$ cat src/rtl/bcd_add_datapath_if.sv
// rtl/bcd_add_datapath_if.sv - request/acknowledge handshake bundle for bcd_add_datapath
// One request/ack pair per operation; the requester drives requests, the datapath drives acks.
interface bcd_add_datapath_if;
    logic bcd_init;
    logic bcd_init_ack;
    logic bcd_load_a;
    logic bcd_load_a_ack;
    logic bcd_load_b;
    logic bcd_load_b_ack;
    logic bcd_display_a;
    logic bcd_display_a_ack;
    logic bcd_display_b;
    logic bcd_display_b_ack;
    logic bcd_add;
    logic bcd_add_ack;
    logic bcd_display_result_ls;
    logic bcd_display_result_ls_ack;
    logic bcd_display_result_ms;
    logic bcd_display_result_ms_ack;

    modport master (
        output bcd_init, bcd_load_a, bcd_load_b, bcd_display_a, bcd_display_b,
               bcd_add, bcd_display_result_ls, bcd_display_result_ms,
        input  bcd_init_ack, bcd_load_a_ack, bcd_load_b_ack, bcd_display_a_ack,
               bcd_display_b_ack, bcd_add_ack, bcd_display_result_ls_ack,
               bcd_display_result_ms_ack
    );

    modport slave (
        input  bcd_init, bcd_load_a, bcd_load_b, bcd_display_a, bcd_display_b,
               bcd_add, bcd_display_result_ls, bcd_display_result_ms,
        output bcd_init_ack, bcd_load_a_ack, bcd_load_b_ack, bcd_display_a_ack,
               bcd_display_b_ack, bcd_add_ack, bcd_display_result_ls_ack,
               bcd_display_result_ms_ack
    );
endinterface

$ cat src/rtl/bcd_add_datapath.sv
// rtl/bcd_add_datapath.sv - two-digit BCD adder datapath with 4-phase request/ack control
// Optional input digit checking on loads is enabled by defining BCD_INPUT_CHECK_EN.
module bcd_add_datapath (
    input  logic               clk_i,
    input  logic               rst_i,
    input  logic [7:0]         data_in_i,
    bcd_add_datapath_if.slave  bus,
    output logic [7:0]         led_o,
    output logic               bcd_error_o
);
    typedef enum logic [1:0] {IDLE, ADD_D0, ADD_D1, ACK} state_e;

    // Op codes double as priority rank and as the ack bit index.
    localparam logic [2:0] OP_INIT   = 3'd0;
    localparam logic [2:0] OP_LOAD_A = 3'd1;
    localparam logic [2:0] OP_LOAD_B = 3'd2;
    localparam logic [2:0] OP_ADD    = 3'd3;
    localparam logic [2:0] OP_DISP_A = 3'd4;
    localparam logic [2:0] OP_DISP_B = 3'd5;
    localparam logic [2:0] OP_RES_LS = 3'd6;
    localparam logic [2:0] OP_RES_MS = 3'd7;

    state_e      state_q;
    logic [2:0]  op_q;
    logic [7:0]  a_q;
    logic [7:0]  b_q;
    logic [11:0] r_q;
    logic        c_q;
    logic [7:0]  led_q;
    logic [7:0]  ack_q;

    logic [7:0]  req;
    logic        req_any;
    logic [2:0]  grant_d;
    logic [4:0]  lo_d;
    logic [4:0]  hi_d;

    function automatic logic [4:0] bcd_digit(input logic [4:0] s);
        if (s > 5'd9) begin
            return {1'b1, s[3:0] + 4'd6};
        end
        return {1'b0, s[3:0]};
    endfunction

`ifdef BCD_INPUT_CHECK_EN
    function automatic logic bad_bcd(input logic [7:0] d);
        return (d[7:4] > 4'd9) || (d[3:0] > 4'd9);
    endfunction

    function automatic logic [7:0] load_value(input logic [7:0] d);
        return bad_bcd(d) ? 8'h00 : d;
    endfunction
`else
    function automatic logic [7:0] load_value(input logic [7:0] d);
        return d;
    endfunction
`endif

    assign req = {bus.bcd_display_result_ms, bus.bcd_display_result_ls,
                  bus.bcd_display_b, bus.bcd_display_a, bus.bcd_add,
                  bus.bcd_load_b, bus.bcd_load_a, bus.bcd_init};
    assign req_any = |req;

    always_comb begin
        grant_d = OP_INIT;
        for (int i = 7; i >= 0; i--) begin
            if (req[i]) begin
                grant_d = i[2:0];
            end
        end
    end

    assign lo_d = bcd_digit({1'b0, a_q[3:0]} + {1'b0, b_q[3:0]});
    assign hi_d = bcd_digit({1'b0, a_q[7:4]} + {1'b0, b_q[7:4]} + {4'b0000, c_q});

    always_ff @(posedge clk_i) begin
        if (rst_i) begin
            state_q <= IDLE;
            op_q    <= OP_INIT;
            a_q     <= 8'h00;
            b_q     <= 8'h00;
            r_q     <= 12'h000;
            c_q     <= 1'b0;
            led_q   <= 8'h00;
            ack_q   <= 8'h00;
        end else begin
            case (state_q)
                IDLE: begin
                    if (req_any) begin
                        op_q <= grant_d;
                        case (grant_d)
                            OP_INIT: begin
                                a_q   <= 8'h00;
                                b_q   <= 8'h00;
                                r_q   <= 12'h000;
                                led_q <= 8'h00;
                            end
                            OP_LOAD_A: a_q   <= load_value(data_in_i);
                            OP_LOAD_B: b_q   <= load_value(data_in_i);
                            OP_ADD:    c_q   <= 1'b0;
                            OP_DISP_A: led_q <= a_q;
                            OP_DISP_B: led_q <= b_q;
                            OP_RES_LS: led_q <= r_q[7:0];
                            OP_RES_MS: led_q <= {4'h0, r_q[11:8]};
                            default:   led_q <= led_q;
                        endcase
                        if (grant_d == OP_ADD) begin
                            state_q <= ADD_D0;
                        end else begin
                            state_q <= ACK;
                            ack_q   <= 8'h01 << grant_d;
                        end
                    end
                end
                ADD_D0: begin
                    r_q[3:0] <= lo_d[3:0];
                    c_q      <= lo_d[4];
                    state_q  <= ADD_D1;
                end
                ADD_D1: begin
                    r_q[7:4]  <= hi_d[3:0];
                    r_q[11:8] <= {3'b000, hi_d[4]};
                    c_q       <= hi_d[4];
                    ack_q     <= 8'h01 << OP_ADD;
                    state_q   <= ACK;
                end
                ACK: begin
                    // Hold the ack until this op's own request is released.
                    if (!req[op_q]) begin
                        ack_q   <= 8'h00;
                        state_q <= IDLE;
                    end
                end
                default: state_q <= IDLE;
            endcase
        end
    end

`ifdef BCD_INPUT_CHECK_EN
    logic err_q;
    logic accept_d;

    assign accept_d = (state_q == IDLE) && req_any;

    always_ff @(posedge clk_i) begin
        if (rst_i) begin
            err_q <= 1'b0;
        end else if (accept_d && grant_d == OP_INIT) begin
            err_q <= 1'b0;
        end else if (accept_d && (grant_d == OP_LOAD_A || grant_d == OP_LOAD_B)
                     && bad_bcd(data_in_i)) begin
            err_q <= 1'b1;
        end
    end

    assign bcd_error_o = err_q;
`else
    assign bcd_error_o = 1'b0;
`endif

    assign led_o = led_q;

    assign bus.bcd_init_ack              = ack_q[0];
    assign bus.bcd_load_a_ack            = ack_q[1];
    assign bus.bcd_load_b_ack            = ack_q[2];
    assign bus.bcd_add_ack               = ack_q[3];
    assign bus.bcd_display_a_ack         = ack_q[4];
    assign bus.bcd_display_b_ack         = ack_q[5];
    assign bus.bcd_display_result_ls_ack = ack_q[6];
    assign bus.bcd_display_result_ms_ack = ack_q[7];
endmodule

$ cat src/flat_wrapper.sv
// flat-port wrapper written by rule: the top's interface ports become plain ports
module bcd_add_datapath_flat 
  (clk_i, rst_i, data_in_i, led_o, bcd_error_o, bus_bcd_init, bus_bcd_load_a, bus_bcd_load_b, bus_bcd_display_a, bus_bcd_display_b, bus_bcd_add, bus_bcd_display_result_ls, bus_bcd_display_result_ms, bus_bcd_init_ack, bus_bcd_load_a_ack, bus_bcd_load_b_ack, bus_bcd_display_a_ack, bus_bcd_display_b_ack, bus_bcd_add_ack, bus_bcd_display_result_ls_ack, bus_bcd_display_result_ms_ack);
  bcd_add_datapath_if bus_i ();
  input  logic clk_i;
  input  logic rst_i;
  input  logic [7:0] data_in_i;
  output logic [7:0] led_o;
  output logic bcd_error_o;
  input wire logic [$bits(bus_i.bcd_init)-1:0] bus_bcd_init;
  input wire logic [$bits(bus_i.bcd_load_a)-1:0] bus_bcd_load_a;
  input wire logic [$bits(bus_i.bcd_load_b)-1:0] bus_bcd_load_b;
  input wire logic [$bits(bus_i.bcd_display_a)-1:0] bus_bcd_display_a;
  input wire logic [$bits(bus_i.bcd_display_b)-1:0] bus_bcd_display_b;
  input wire logic [$bits(bus_i.bcd_add)-1:0] bus_bcd_add;
  input wire logic [$bits(bus_i.bcd_display_result_ls)-1:0] bus_bcd_display_result_ls;
  input wire logic [$bits(bus_i.bcd_display_result_ms)-1:0] bus_bcd_display_result_ms;
  output wire logic [$bits(bus_i.bcd_init_ack)-1:0] bus_bcd_init_ack;
  output wire logic [$bits(bus_i.bcd_load_a_ack)-1:0] bus_bcd_load_a_ack;
  output wire logic [$bits(bus_i.bcd_load_b_ack)-1:0] bus_bcd_load_b_ack;
  output wire logic [$bits(bus_i.bcd_display_a_ack)-1:0] bus_bcd_display_a_ack;
  output wire logic [$bits(bus_i.bcd_display_b_ack)-1:0] bus_bcd_display_b_ack;
  output wire logic [$bits(bus_i.bcd_add_ack)-1:0] bus_bcd_add_ack;
  output wire logic [$bits(bus_i.bcd_display_result_ls_ack)-1:0] bus_bcd_display_result_ls_ack;
  output wire logic [$bits(bus_i.bcd_display_result_ms_ack)-1:0] bus_bcd_display_result_ms_ack;
  assign bus_i.bcd_init = bus_bcd_init;
  assign bus_i.bcd_load_a = bus_bcd_load_a;
  assign bus_i.bcd_load_b = bus_bcd_load_b;
  assign bus_i.bcd_display_a = bus_bcd_display_a;
  assign bus_i.bcd_display_b = bus_bcd_display_b;
  assign bus_i.bcd_add = bus_bcd_add;
  assign bus_i.bcd_display_result_ls = bus_bcd_display_result_ls;
  assign bus_i.bcd_display_result_ms = bus_bcd_display_result_ms;
  assign bus_bcd_init_ack = bus_i.bcd_init_ack;
  assign bus_bcd_load_a_ack = bus_i.bcd_load_a_ack;
  assign bus_bcd_load_b_ack = bus_i.bcd_load_b_ack;
  assign bus_bcd_display_a_ack = bus_i.bcd_display_a_ack;
  assign bus_bcd_display_b_ack = bus_i.bcd_display_b_ack;
  assign bus_bcd_add_ack = bus_i.bcd_add_ack;
  assign bus_bcd_display_result_ls_ack = bus_i.bcd_display_result_ls_ack;
  assign bus_bcd_display_result_ms_ack = bus_i.bcd_display_result_ms_ack;
  bcd_add_datapath u_core (.clk_i(clk_i), .rst_i(rst_i), .data_in_i(data_in_i), .bus(bus_i), .led_o(led_o), .bcd_error_o(bcd_error_o));
endmodule
$ cat config.mk
export PLATFORM = sky130hd
export DESIGN_NAME = bcd_add_datapath_flat
export DESIGN_NICKNAME = d
export VERILOG_FILES = /design/src/rtl/bcd_add_datapath_if.sv /design/src/rtl/bcd_add_datapath.sv /design/src/flat_wrapper.sv
export SDC_FILE = /design/constraint.sdc
export NUM_CORES = 1
export LEC_CHECK = 0
export BUFFER_PORTS_ARGS = -buffer_cell sky130_fd_sc_hd__buf_2
export CELL_PAD_IN_SITES_DETAIL_PLACEMENT = 1
export CELL_PAD_IN_SITES_GLOBAL_PLACEMENT = 1
export CORE_ASPECT_RATIO = 0.8
export CORE_MARGIN = 1
export CORE_UTILIZATION = 44
export DETAILED_ROUTE_END_ITERATION = 6
export HOLD_SLACK_MARGIN = 0.08
export PLACE_DENSITY = 0.86
export SYNTH_ARGS = -nofsm -noshare
export SYNTH_HDL_FRONTEND = slang
export SYNTH_SLANG_ARGS = --single-unit
$ cat constraint.sdc
create_clock -name clk_i -period 3.55 [get_ports clk_i]
set_clock_uncertainty 0.2 [all_clocks]
set_input_delay 0.71 -clock clk_i [delete_from_list [all_inputs] [get_ports clk_i]]
set_output_delay 0.71 -clock clk_i [all_outputs]
set_load 0.01 [all_outputs]
==> impl_metrics.py <==
metrics = {
    "status": {
        "status": "completed",
    },
    "power": {
        "power.density_nw_per_um2": 540,
        "vdd_drop_max_v": 0.000402,
        "power.leakage_nw": 1.22,
    },
    "sta": {
        "finalWorstSetupSlack_ns": 0.305,
        "period_needed_ns": 3.25,
        "setup_viol": 0,
        "hold_viol_final": 0,
        "setup-tns-final_ns": 0,
        "slew_headroom": 0.481,
        "rsz0062_at_grt": "false",
        "slew_viol_final": 0,
        "tightest_slew_ns": 0.774,
        "period_share": 0.914,
        "fmax_mhz": 308,
    },
    "logic_synthesis": {
        "postSynth.asyncResetShare": 0,
        "syn-num-nets": 331,
        "synth-seq-cells": 47,
        "yosysWarnings": 0,
        "synth.cell_area_um2": 2650,
        "netlist_instances": 296,
        "syn_avg_cell_area_um2": 8.96,
        "synth-edff-count": 0,
        "ys_seq_area_frac": 0.355,
        "synth-main-ff-cell": "dfxtp_1",
        "ys_types": 55,
    },
    "clocking": {
        "postCtsHoldBufs": 0,
        "htree_num_levels": 2,
        "tritoncts": "yes",
        "cts_buffers": 5,
        "cts_resized": 0,
        "clk_latency_ns": 0.31,
        "clock-sinks": 47,
        "cts_buffer_depth": 2,
        "root_buffer": "clkbuf_8",
        "postCtsSetupRepairBufs": 0,
        "clk_pin_slew_ns": 0.09,
    },
    "die": {
        "die_w_um": 88.8,
        "ioPinCount": 35,
        "rows": 24,
        "die-area_um2": 6340,
        "start_util": 0.472,
        "die_h_um": 71.4,
        "core_um2": 5620,
    },
    "finish": {
        "nets": 358,
        "areaGrowthSynthToFinish_pct": 12.3,
        "diodes": 0,
        "final_common_cell": "dfxtp_1",
        "final_cell_mix": "dfxtp_1 (47), buf_2 (33), nor2_1 (31)",
        "layout-drive-gt1-share": 0.188,
        "num-fill-cells": 699,
    },
    "worst_setup_path": {
        "worstPathArrival_ns": 3.23,
        "path_class": "reg -> reg",
        "crit_chain": "fa_1, fa_1, xnor2_1, ha_1, nor2b_1, o41ai_2, mux2_2, o41ai_1",
        "crit_slowest_cell": "fa_1",
        "r2r_setup_slack_ns": 0.30,
        "worstPathMaxFanout": 4,
        "critPathMaxStageDelay_ns": 0.47,
        "critPathMostFrequentCell": "fa_1",
        "worst-path-buf-inv": 0,
        "crit_family": "adder cells",
        "crit_required_ns": 3.54,
        "cp-end-kind": "flip-flop",
        "cp-start-kind": "flip-flop",
    },
    "flow_run": {
        "max-cap-violations": 0,
    },
    "grt": {
        "grt-ovfl-total": 0,
        "grt_pass1_vias": 2390,
        "antenna_found_initial": 0,
        "gr-usage-all-layers": 0.249,
        "grt_max_degree": 46,
        "grt_pass1_wl_um": 12000,
    },
    "routing": {
        "antenna_left": 0,
        "drtIter0Drc": 163,
        "first_pass_iters": 4,
        "drc": 0,
        "wire_per_inst_um": 18.3,
        "via_count": 2396,
        "wl_um": 7370,
        "vias_per_cell": 5.96,
    },
    "hold_path": {
        "hp-class": "reg -> reg",
    },
    "placement": {
        "port-buffer-count": 33,
        "dpl.hpwl_um": 5460,
        "dp_slack_ns": 0.381,
        "place_congestion": 0.865,
    },
}
==> cells by family (layout without fill, tap and decap cells) <==
| family | after synthesis | after routing | synth area share |
|---|---|---|---|
| muxes | 11 | 11 | 0.0524 |
| adders and majority gates | 17 | 17 | 0.0887 |
| DFF | 47 | 47 | 0.355 |
| AOI/OAI and AO/OA | 90 | 90 | 0.251 |
| and+or+nand+nor | 100 | 100 | 0.195 |
| buffers and inverters | 26 | 54 | 0.0434 |
| xor gates and xnor gates | 4 | 4 | 0.0132 |
| other | 1 | 1 | 0.00141 |
==> final timing paths <==
| kind | from | endpoint | depth (start not counted) |
|---|---|---|---|
| max | u_core.c_q$_SDFFE_PP0P_ | u_core.r_q[6]$_SDFFE_PP0P_ | 8 |
| min | u_core.led_o[7]$_SDFFE_PP0P_ | u_core.led_o[7]$_SDFFE_PP0P_ | 1 |
| max reg2reg | u_core.c_q$_SDFFE_PP0P_ | u_core.r_q[6]$_SDFFE_PP0P_ | 8 |
| min reg2reg | u_core.led_o[7]$_SDFFE_PP0P_ | u_core.led_o[7]$_SDFFE_PP0P_ | 1 |
==> power by group <==
group          leakage (nW)  total, mW  switching (mW)  internal, mW
clock                0.0618      0.422           0.190         0.232
combinational         0.781      0.573           0.382         0.191
sequential            0.381      0.612          0.0388         0.573
total                  1.22       1.61           0.611         0.996
==> per-layer routing <==
metal | vias up | wire length (µm) | global-route usage | part of all wire
li1 | 1146 | - | - | -
met1 | 1188 | 3480 | 0.342 | 0.47
met2 | 48 | 3500 | 0.403 | 0.47
met3 | 14 | 272 | 0.0357 | 0.037
met4 | 0 | 125 | 0.0824 | 0.017
met5 | - | 0 | 0 | 0
==> synth_stat cells (2+ instances only) <==
master / n / share of area
nand4b_1: 2 / 0.0066
and3_1: 4 / 0.0094
xnor2_1: 4 / 0.013
a21o_1: 4 / 0.011
nor3_1: 4 / 0.0076
or2_2: 5 / 0.012
a21oi_1: 26 / 0.049
a211oi_1: 2 / 0.0057
o41ai_1: 2 / 0.0066
nor4_1: 3 / 0.0071
fa_1: 3 / 0.023
inv_1: 11 / 0.016
o41ai_2: 2 / 0.012
nand2b_1: 8 / 0.019
mux4_2: 2 / 0.017
nand3_1: 14 / 0.026
o21ai_0: 9 / 0.017
nand4_1: 2 / 0.0047
a22oi_1: 16 / 0.045
nor2_1: 31 / 0.044
nand2_1: 14 / 0.020
mux2_2: 3 / 0.013
o2bb2ai_1: 7 / 0.023
buf_4: 2 / 0.0057
a22o_1: 8 / 0.026
nor2b_1: 3 / 0.0071
mux2i_1: 6 / 0.023
ha_1: 14 / 0.066
nand3b_1: 4 / 0.011
dfxtp_1: 47 / 0.35
o21a_1: 2 / 0.0057
clkbuf_1: 9 / 0.013
==> stage by stage <==
stage                      util  cell area, µm²  total power, mW  hold WS (ns)  instances
after floorplan               -            2650             1.04         0.228        296
after global placement    0.508            2860             1.16         0.247        394
after detailed placement  0.508            2860             1.19         0.251        394
after CTS                 0.530            2980             1.61         0.271        402
after global routing      0.530            2980             1.70         0.284        402
final                     0.530            2980             1.61         0.267        402
==> area by class of cell <==
cell class | instances | area [µm²] | area share
Clock buffer | 6 | 82.6 | 0.0277
Inverter | 11 | 41.3 | 0.0139
Multi-Input combinational cell | 223 | 1600 | 0.536
Tap cell | 78 | 97.6 | 0.0328
Timing Repair Buffer | 35 | 180 | 0.0605
Sequential cell | 47 | 941 | 0.316
Clock inverter | 2 | 38.8 | 0.0130
==> state kept, by name, summed over array words and instances (netlist names) <==
| signal | count |
|---|---|
| u_core.op_q | 3 |
| u_core.ack_q | 8 |
| u_core.state_q | 2 |
| u_core.b_q | 8 |
| u_core.a_q | 8 |
| u_core.c_q | 1 |
| u_core.led_o | 8 |
| u_core.r_q | 9 |
No activity file was read; power rests on OpenSTA's default activity.
